$ cat config.mk
export PLATFORM = sky130hd
export DESIGN_NAME = ifetch_queue_flat
export DESIGN_NICKNAME = d
export VERILOG_FILES = /design/src/rtl/ifetch_queue_if.sv /design/src/rtl/ifetch_queue.sv /design/src/flat_wrapper.sv
export SDC_FILE = /design/constraint.sdc
export NUM_CORES = 1
export LEC_CHECK = 0
export ABC_CLOCK_PERIOD_IN_PS = 4000
export CORE_AREA = 2 2 141 178
export DETAILED_ROUTE_END_ITERATION = 12
export DIE_AREA = 0 0 143 180
export PLACE_DENSITY = 0.89
export SLEW_MARGIN = 20
export SYNTH_ARGS = -nofsm -noshare
export SYNTH_HDL_FRONTEND = slang
export SYNTH_SLANG_ARGS = --single-unit
$ cat constraint.sdc
create_clock -name clk_i -period 4 [get_ports clk_i]
set_input_delay 0.4 -clock clk_i [delete_from_list [all_inputs] [get_ports clk_i]]
set_output_delay 0.4 -clock clk_i [all_outputs]
set_load 0.1 [all_outputs]
$ cat src/rtl/ifetch_queue_if.sv
// Bundles the instruction-memory read bus, the redirect input and the decode handshake of ifetch_queue.
interface ifetch_queue_if;
    logic        redirect_i;
    logic [31:0] redirect_pc_i;
    logic        imem_req_o;
    logic [31:0] imem_addr_o;
    logic        imem_gnt_i;
    logic        imem_rvalid_i;
    logic [31:0] imem_rdata_i;
    logic        inst_valid_o;
    logic [31:0] inst_o;
    logic [31:0] inst_pc_o;
    logic        inst_ready_i;

    // master is the fetch queue; slave is the memory, decode and branch-resolution side
    modport master (
        input  redirect_i, redirect_pc_i, imem_gnt_i, imem_rvalid_i, imem_rdata_i, inst_ready_i,
        output imem_req_o, imem_addr_o, inst_valid_o, inst_o, inst_pc_o
    );

    modport slave (
        output redirect_i, redirect_pc_i, imem_gnt_i, imem_rvalid_i, imem_rdata_i, inst_ready_i,
        input  imem_req_o, imem_addr_o, inst_valid_o, inst_o, inst_pc_o
    );
endinterface

$ cat src/rtl/ifetch_queue.sv
// Instruction fetch front end: fetch PC, single-outstanding imem reads, DEPTH-entry instruction FIFO.
// Defining IFQ_BYPASS_EN lets a response reach decode in the same cycle when the FIFO is empty.
module ifetch_queue #(
    parameter int unsigned DEPTH    = 4,
    parameter logic [31:0] RESET_PC = 32'h0000_0000
) (
    input  logic           clk_i,
    input  logic           rst_i,
    ifetch_queue_if.master bus
);
    localparam int unsigned      PTR_W    = $clog2(DEPTH);
    localparam int unsigned      CNT_W    = $clog2(DEPTH + 1);
    localparam logic [CNT_W-1:0] FULL_CNT = CNT_W'(DEPTH);

    typedef enum logic [1:0] { IDLE, REQ, WAIT, DISCARD } state_e;

    state_e           state_q;
    logic [31:0]      fetchPc_q;
    logic [31:0]      reqPc_q;
    logic [31:0]      instMem_q [DEPTH];
    logic [31:0]      pcMem_q   [DEPTH];
    logic [PTR_W-1:0] rdPtr_q;
    logic [PTR_W-1:0] wrPtr_q;
    logic [CNT_W-1:0] count_q;
    logic [CNT_W-1:0] count_d;

    logic        respValid;
    logic        headValid;
    logic        bypassHit;
    logic        pop;
    logic        fifoPop;
    logic        push;
    logic [31:0] redirectPc;

    assign redirectPc = {bus.redirect_pc_i[31:2], 2'b00};
    assign respValid  = (state_q == WAIT) && bus.imem_rvalid_i && !bus.redirect_i;
    assign headValid  = (count_q != '0);

    assign bus.imem_req_o  = (state_q == REQ);
    assign bus.imem_addr_o = fetchPc_q;

`ifdef IFQ_BYPASS_EN
    // With an empty FIFO the response goes straight to decode; only a refused bypass gets stored
    assign bypassHit        = respValid && !headValid;
    assign bus.inst_valid_o = headValid || bypassHit;
    assign bus.inst_o       = bypassHit ? bus.imem_rdata_i : instMem_q[rdPtr_q];
    assign bus.inst_pc_o    = bypassHit ? reqPc_q : pcMem_q[rdPtr_q];
`else
    assign bypassHit        = 1'b0;
    assign bus.inst_valid_o = headValid;
    assign bus.inst_o       = instMem_q[rdPtr_q];
    assign bus.inst_pc_o    = pcMem_q[rdPtr_q];
`endif

    assign pop     = bus.inst_valid_o && bus.inst_ready_i;
    assign fifoPop = pop && !bypassHit;
    assign push    = respValid && !(bypassHit && bus.inst_ready_i);

    always_comb begin
        count_d = count_q;
        if (bus.redirect_i) begin
            count_d = '0;
        end else begin
            count_d = count_q + CNT_W'(push) - CNT_W'(fifoPop);
        end
    end

    // A redirect flushes the queue and retargets fetch; an in-flight read is drained in DISCARD
    always_ff @(posedge clk_i or negedge rst_i) begin
        if (!rst_i) begin
            state_q   <= IDLE;
            fetchPc_q <= RESET_PC;
            reqPc_q   <= '0;
            rdPtr_q   <= '0;
            wrPtr_q   <= '0;
            count_q   <= '0;
            for (int unsigned i = 0; i < DEPTH; i++) begin
                instMem_q[PTR_W'(i)] <= '0;
                pcMem_q[PTR_W'(i)]   <= '0;
            end
        end else begin
            count_q <= count_d;
            if (bus.redirect_i) begin
                rdPtr_q   <= '0;
                wrPtr_q   <= '0;
                fetchPc_q <= redirectPc;
                case (state_q)
                    REQ:           state_q <= bus.imem_gnt_i ? DISCARD : REQ;
                    WAIT, DISCARD: state_q <= bus.imem_rvalid_i ? REQ : DISCARD;
                    default:       state_q <= REQ;
                endcase
            end else begin
                if (fifoPop) begin
                    rdPtr_q <= rdPtr_q + PTR_W'(1);
                end
                if (push) begin
                    instMem_q[wrPtr_q] <= bus.imem_rdata_i;
                    pcMem_q[wrPtr_q]   <= reqPc_q;
                    wrPtr_q            <= wrPtr_q + PTR_W'(1);
                end
                case (state_q)
                    IDLE: begin
                        if (count_q < FULL_CNT) begin
                            state_q <= REQ;
                        end
                    end
                    REQ: begin
                        if (bus.imem_gnt_i) begin
                            reqPc_q   <= fetchPc_q;
                            fetchPc_q <= fetchPc_q + 32'd4;
                            state_q   <= WAIT;
                        end
                    end
                    WAIT: begin
                        if (bus.imem_rvalid_i) begin
                            state_q <= (count_d < FULL_CNT) ? REQ : IDLE;
                        end
                    end
                    DISCARD: begin
                        if (bus.imem_rvalid_i) begin
                            state_q <= REQ;
                        end
                    end
                    default: state_q <= IDLE;
                endcase
            end
        end
    end
endmodule
$ cat src/flat_wrapper.sv
// flat-port wrapper written by rule: the top's interface ports become plain ports
module ifetch_queue_flat 
#(
    parameter int unsigned DEPTH    = 4,
    parameter logic [31:0] RESET_PC = 32'h0000_0000
)
  (clk_i, rst_i, bus_redirect_i, bus_redirect_pc_i, bus_imem_gnt_i, bus_imem_rvalid_i, bus_imem_rdata_i, bus_inst_ready_i, bus_imem_req_o, bus_imem_addr_o, bus_inst_valid_o, bus_inst_o, bus_inst_pc_o);
  ifetch_queue_if bus_i ();
  input  logic clk_i;
  input  logic rst_i;
  input wire logic [$bits(bus_i.redirect_i)-1:0] bus_redirect_i;
  input wire logic [$bits(bus_i.redirect_pc_i)-1:0] bus_redirect_pc_i;
  input wire logic [$bits(bus_i.imem_gnt_i)-1:0] bus_imem_gnt_i;
  input wire logic [$bits(bus_i.imem_rvalid_i)-1:0] bus_imem_rvalid_i;
  input wire logic [$bits(bus_i.imem_rdata_i)-1:0] bus_imem_rdata_i;
  input wire logic [$bits(bus_i.inst_ready_i)-1:0] bus_inst_ready_i;
  output wire logic [$bits(bus_i.imem_req_o)-1:0] bus_imem_req_o;
  output wire logic [$bits(bus_i.imem_addr_o)-1:0] bus_imem_addr_o;
  output wire logic [$bits(bus_i.inst_valid_o)-1:0] bus_inst_valid_o;
  output wire logic [$bits(bus_i.inst_o)-1:0] bus_inst_o;
  output wire logic [$bits(bus_i.inst_pc_o)-1:0] bus_inst_pc_o;
  assign bus_i.redirect_i = bus_redirect_i;
  assign bus_i.redirect_pc_i = bus_redirect_pc_i;
  assign bus_i.imem_gnt_i = bus_imem_gnt_i;
  assign bus_i.imem_rvalid_i = bus_imem_rvalid_i;
  assign bus_i.imem_rdata_i = bus_imem_rdata_i;
  assign bus_i.inst_ready_i = bus_inst_ready_i;
  assign bus_imem_req_o = bus_i.imem_req_o;
  assign bus_imem_addr_o = bus_i.imem_addr_o;
  assign bus_inst_valid_o = bus_i.inst_valid_o;
  assign bus_inst_o = bus_i.inst_o;
  assign bus_inst_pc_o = bus_i.inst_pc_o;
  ifetch_queue #(.DEPTH(DEPTH), .RESET_PC(RESET_PC)) u_core (.clk_i(clk_i), .rst_i(rst_i), .bus(bus_i));
endmodule
=== After elaboration in Yosys (flattened, before gate mapping) ===
Index checks and enable logic that the tools add are counted.

* Bitwise gates (word level): 3
* $add $sub $neg: 5
* Equality and inequality tests: 7
* Muxes and demuxes: 28
* Reduce and logical (&&, ||, !) cells: 16
* Order comparisons: 5

{| class="wikitable"
|+ Operators with widths
! kind !! number
|-
| $bwmux W128 || 2
|-
| $mux W32 || 8
|-
| $bmux W32 S2 || 2
|-
| $demux W32 S2 || 1
|-
| $add A32 B3 Y32 const B || 1
|-
| $mux W2 || 11
|-
| $ne A3 B3 Y1 const B || 3
|-
| $pmux W2 S4 || 1
|-
| $reduce_bool A2 Y1 || 4
|-
| $ge A3 B3 Y1 const B || 2
|-
| $lt A3 B3 Y1 const B || 2
|-
| $not A2 Y3 || 2
|-
| $add A2 B1 Y2 const B || 2
|-
| $eq A2 B2 Y1 const B || 2
|-
| $logic_and A1 B1 Y1 || 4
|-
| $pmux W2 S2 || 1
|-
| $reduce_and A2 Y1 || 2
|-
| $reduce_and A4 Y1 || 1
|-
| $add A3 B1 Y3 || 1
|-
| $lt A3 B1 Y1 const B || 1
|-
| $mux W3 || 1
|-
| $ne A3 B2 Y1 const B || 1
|-
| $reduce_and A3 Y1 || 1
|-
| $reduce_bool A3 Y1 || 1
|-
| other kinds (7) || 7
|}

* Flip-flop bits (word level): 329
* Word-level logic and storage cells: 78
* Output and inout bits: 98

=== Longest topological paths before layout ===
* Word-level depth: 11
* Depth in mapped cells: 10
* Gate-level depth less buffers: 10

=== Worst setup path after synthesis ===
Ideal clock, no wire load.

* Path type: register -> register
* Start point: register u_core.fetchPc_q[2] (netlist: u_core.bus.imem_addr_o[2])
* End point: register u_core.fetchPc_q[30] (netlist: u_core.bus.imem_addr_o[30])
* Path buffers: 1
* Required time: 3,918 ps
* Arrival: 2,288 ps
* Path slack: 1,630 ps
* Cell stages (with the launch flop): 7
* Cell sequence: dfrtp_1 ha_1 and4b_1 buf_6 nand3_4 or4_1 a31oi_1

* Longest elaborated chain between the ends: 4

{| class="wikitable"
|+ Ends and longest elaborated chain
! element !! line !! source
|-
| start: declaration || ifetch_queue.sv:18 || <nowiki>logic [31:0] fetchPc_q;</nowiki>
|-
| start signal: assignment || ifetch_queue.sv:86 || <nowiki>fetchPc_q <= redirectPc;</nowiki>
|-
| start signal: assignment || ifetch_queue.sv:110 || <nowiki>fetchPc_q <= fetchPc_q + 32'd4;</nowiki>
|-
| $add A32 B3 Y32 || ifetch_queue.sv:110 ||
|-
| $mux W32 || ifetch_queue.sv:108 || <nowiki>if (bus.imem_gnt_i) begin</nowiki>
|-
| $mux W32 || ifetch_queue.sv:101 || <nowiki>case (state_q)</nowiki>
|-
| $mux W32 || ifetch_queue.sv:83 || <nowiki>if (bus.redirect_i) begin</nowiki>
|}

Every way passes these cells. The select of a mux whose other input is x is not followed.
A chain may end at the register's enable or synchronous reset.

=== Worst setup path in the final report ===
* Start point: register u_core.rdPtr_q[0]
* End point: output bus_inst_pc_o[23]

* Longest elaborated chain between the ends: 4

{| class="wikitable"
|+ Ends and longest elaborated chain
! element !! line !! source
|-
| start: declaration || ifetch_queue.sv:22 || <nowiki>logic [PTR_W-1:0] rdPtr_q;</nowiki>
|-
| start signal: assignment || ifetch_queue.sv:94 || <nowiki>rdPtr_q <= rdPtr_q + PTR_W'(1);</nowiki>
|-
| $not A2 Y3 (implied by the code) || ifetch_queue.sv:52 || <nowiki>assign bus.inst_pc_o = pcMem_q[rdPtr_q];</nowiki>
|-
| $bmux W32 S2 || ifetch_queue.sv:52 ||
|-
| $mux W32 (implied by the code) (2 in series) || ifetch_queue.sv:52 ||
|-
| end: declaration || flat_wrapper.sv:21 || <nowiki>output wire logic [$bits(bus_i.inst_pc_o)-1:0] bus_inst_pc_o;</nowiki>
|}

Every way passes these cells. The select of a mux whose other input is x is not followed.

==> flow_metrics.tcl <==
set metrics [dict create \
    tightest_slew_ns 1.08 \
    route.detailed.drc 0 \
    period_needed_ns 2.99 \
    setup_violations 0 \
    syn_avg_cell_area_um2 15.3 \
    ys_seq_elements 317 \
    fillers 1577 \
    synth_cell_types 53 \
    crit_path_cell_trace "buf_4 -> mux4_2 -> buf_4" \
    holdWs_ns 0.409 \
    grt_start_max_net_pins 103 \
    syn_area_um2 14200 \
    hold_end "u_core.bus.imem_addr_o[9]" \
    area_delta_synth_final_pct 19.0 \
    fin_skew_ns 0.00770 \
    dieArea_um2 25700 \
    synth_top_cells_by_area "dfrtp_1, mux2_2, mux4_2, mux2_1, buf_2" \
    yosys.area.top_type "dfrtp_1" \
    viasPerCell 5.92 \
    cp_common_cell "buf_4" \
    grt_pass1_wl_mm 47.4 \
    leakage_nw 7.93 \
    htreeDepth 1 \
    crit_path_end_kind "primary output" \
    rsz0062_at_grt "no" \
    ys.flop_type "dfrtp_1" \
    crit-reg2reg-launch "u_core.state_q[0]" \
    final_cells 1431 \
    diodes 0 \
    core_area_um2 24100 \
    dr.pass1.iters 5 \
    cts_buffer_depth 3 \
    power_density_nw_per_um2 722 \
    cpPeakStageDelay_ns 0.90 \
    path_class "reg -> out" \
    dpl_worst_slack_ns 0.878 \
    drive_gt1_share_pct 41.6 \
    port_buffers 161 \
    cts_tree "built" \
    cp-start-kind "flop" \
    regToRegEndpoint "u_core.state_q[0]" \
    synth_edf_count 0 \
    setup_slack_ns 1.01 \
    fmax_mhz 335 \
    hold_viol_final 0 \
    dp_cells 1375 \
    hpwl_mm 18.0 \
    cts.sinks 317 \
    pin_count 168 \
    ys_seq_area_share_pct 55.9 \
    path_max_fanout 32 \
    async_flop_share_pct 100 \
    initial_utilization_pct 58.9 \
    gp_congestion 0.776 \
    die_h_um 180 \
    routedWlPerCell_um 20.6 \
    yosysTopAreaCellShare_pct 55.9 \
    crit_buf_inv 2 \
    die_w_um 143 \
    rows 64 \
    post_cts_resized 0 \
    hold_path_depth 3 \
    hold_start "bus_redirect_pc_i[9]" \
    cts_buffers 30 \
    status "finished, final reports clean" \
    grt_usage_pct 23.3 \
    grt_overflow 0 \
    cap_violations 0 \
    critical_path_arrival_ns 2.59 \
    r2r_cells 9 \
    crit_cells 3 \
    cts_root_buf "clkbuf_16" \
    min-delay-path-class "in -> reg" \
    clk_latency_ns 0.55 \
    wirelength_mm 29.5 \
    grt_pass1_vias 8844 \
    drt_iter0_drc 382 \
    critPathTopFamily "flip-flops" \
    synth_cells 930 \
    ir_worst_vdd_uv 667 \
    finalMaxSlewViolations 0 \
    fin_crit_sh_pct 74.7 \
    antenna_found_initial 0 \
    clk_pin_slew_ns 0.06 \
    critical_path_required_ns 3.60 \
    antenna_left 0 \
    setup-tns-final_ns 0 \
    slowest_stage "dfrtp_4" \
    relSlewSlack_pct 28.0 \
    vias 8478 \
    yosysWarnings 0 \
    reg2reg_slack_ns 1.33 \
    nNetsFinal 1156 \
]
-- cell usage in the layout (no fill, tap or decap), drive strengths merged, types with 2 or more instances in the layout --
master	Yosys	final
o21ai	18	18
buf	48	74
xnor2	7	7
clkdlybuf4s50	0	98
bufinv	0	3
nor3	3	3
nand4	8	8
dfrtp	317	317
mux2	278	278
nor4	3	3
and4	3	3
mux4	62	62
inv	9	9
clkinv	1	12
nand2	33	33
nand4b	2	2
clkbuf	12	38
nand3	15	15
nor2	24	24
or3	5	5
nand3b	2	2
xor2	7	7
or4	14	14
mux2i	3	3
clkinvlp	0	3
ha	7	7
conb	1	4
a31oi	15	15
o31ai	12	12
and3	5	5
o211ai	2	2
and2	4	4
-- where the power goes --
part	leakage, nW	total [mW]	internal [mW]	switching, mW
clock	0.489	2.86	1.65	1.21
combinational	3.23	5.09	1.52	3.56
sequential	4.21	4.27	3.71	0.557
-- tightest hold or removal path, cell delays in order --
cell             delay (ns)
clkdlybuf4s50_1        0.40
nand2_1                0.07
o21ai_1                0.05
-- cells in the mapped netlist, types with 2 or more instances --
cell type and number:
mux4_2 62, nor2_1 23, or3_1 5, o31ai_1 12, nor3_1 3, mux2i_1 3
xnor2_1 7, buf_6 4, dfrtp_1 317, xor2_1 7, a31oi_1 15, and2_1 3
nor4_1 3, nand2_1 31, inv_1 9, and4_1 3, nand4_4 3, nand4_1 5
clkbuf_1 12, buf_2 35, or4_1 14, o21ai_1 2, nand3_4 2, mux2_1 26
nand2_2 2, mux2_2 252, o21ai_0 16, buf_1 2, o211ai_1 2, ha_1 7
nand3_1 13, buf_4 5, nand4b_1 2, and3_1 3, buf_12 2
-- area by class of cell --
type	count	area [µm²]	area share, %
repair buffers	173	1590	9.42
multi-input cells	546	5920	35.0
well taps	330	413	2.44
clock inverters	17	175	1.04
clock buffers	38	822	4.86
flip-flops and latches	317	7940	47.0
inverters	10	37.5	0.222
-- through the flow --
| step | total power [mW] | instance area [µm²] | util (%) |
|---|---|---|---|
| after floorplan | 8.29 | 14200 | - |
| after global placement | 9.34 | 15900 | 65.9 |
| after detailed placement | 9.44 | 15900 | 65.9 |
| after CTS | 12.3 | 16900 | 70.1 |
| after global routing | 12.7 | 16900 | 70.1 |
| final | 12.2 | 16900 | 70.1 |
-- worst max-delay path by stage --
stage | start | end | slack, ns
after floorplan | u_core.bus.imem_addr_o[2] | u_core.bus.imem_addr_o[30] | 1.63
after global placement | bus_imem_rvalid_i | u_core.state_q[0] | 0.99
after detailed placement | bus_imem_rvalid_i | u_core.state_q[0] | 0.88
after CTS | u_core.rdPtr_q[0] | bus_inst_pc_o[23] | 0.93
after global routing | u_core.rdPtr_q[0] | bus_inst_pc_o[23] | 0.83
final | u_core.rdPtr_q[0] | bus_inst_pc_o[23] | 1.01
-- sequential cells by signal, indices dropped and copies added, names as in the netlist --
register	flops
u_core.rdPtr_q	2
u_core.instMem_q	128
u_core.state_q	2
u_core.count_q	3
u_core.bus.imem_addr_o	30
u_core.pcMem_q	120
u_core.reqPc_q	30
u_core.wrPtr_q	2
-- timing repair --
action,4_1_cts,5_1_grt
hold buffers,1,0
buffers inserted,0,0
endpoints found under the hold margin,99,0
-- cells by family after synthesis --
| logic type | after synthesis | share of synthesized area, % |
|---|---|---|
| XOR/XNOR | 14 | 0.863 |
| AND/OR/NAND/NOR | 126 | 5.44 |
| other | 1 | 0.0264 |
| buffers and inverters | 70 | 2.73 |
| multiplexers | 343 | 32.1 |
| flip-flops | 317 | 55.9 |
| AO/OA/AOI/OAI | 51 | 2.25 |
| adder cells (fa/ha/maj) | 8 | 0.758 |
-- metal layers --
metal | track usage, % | wire, µm | up-vias
li1 | - | - | 3758
met1 | 31.9 | 12300 | 4410
met2 | 39.2 | 14800 | 259
met3 | 3.65 | 1610 | 51
met4 | 6.18 | 655 | 0
met5 | 0 | 0 | -
Note: power is estimated with default switching activity, not from simulation.
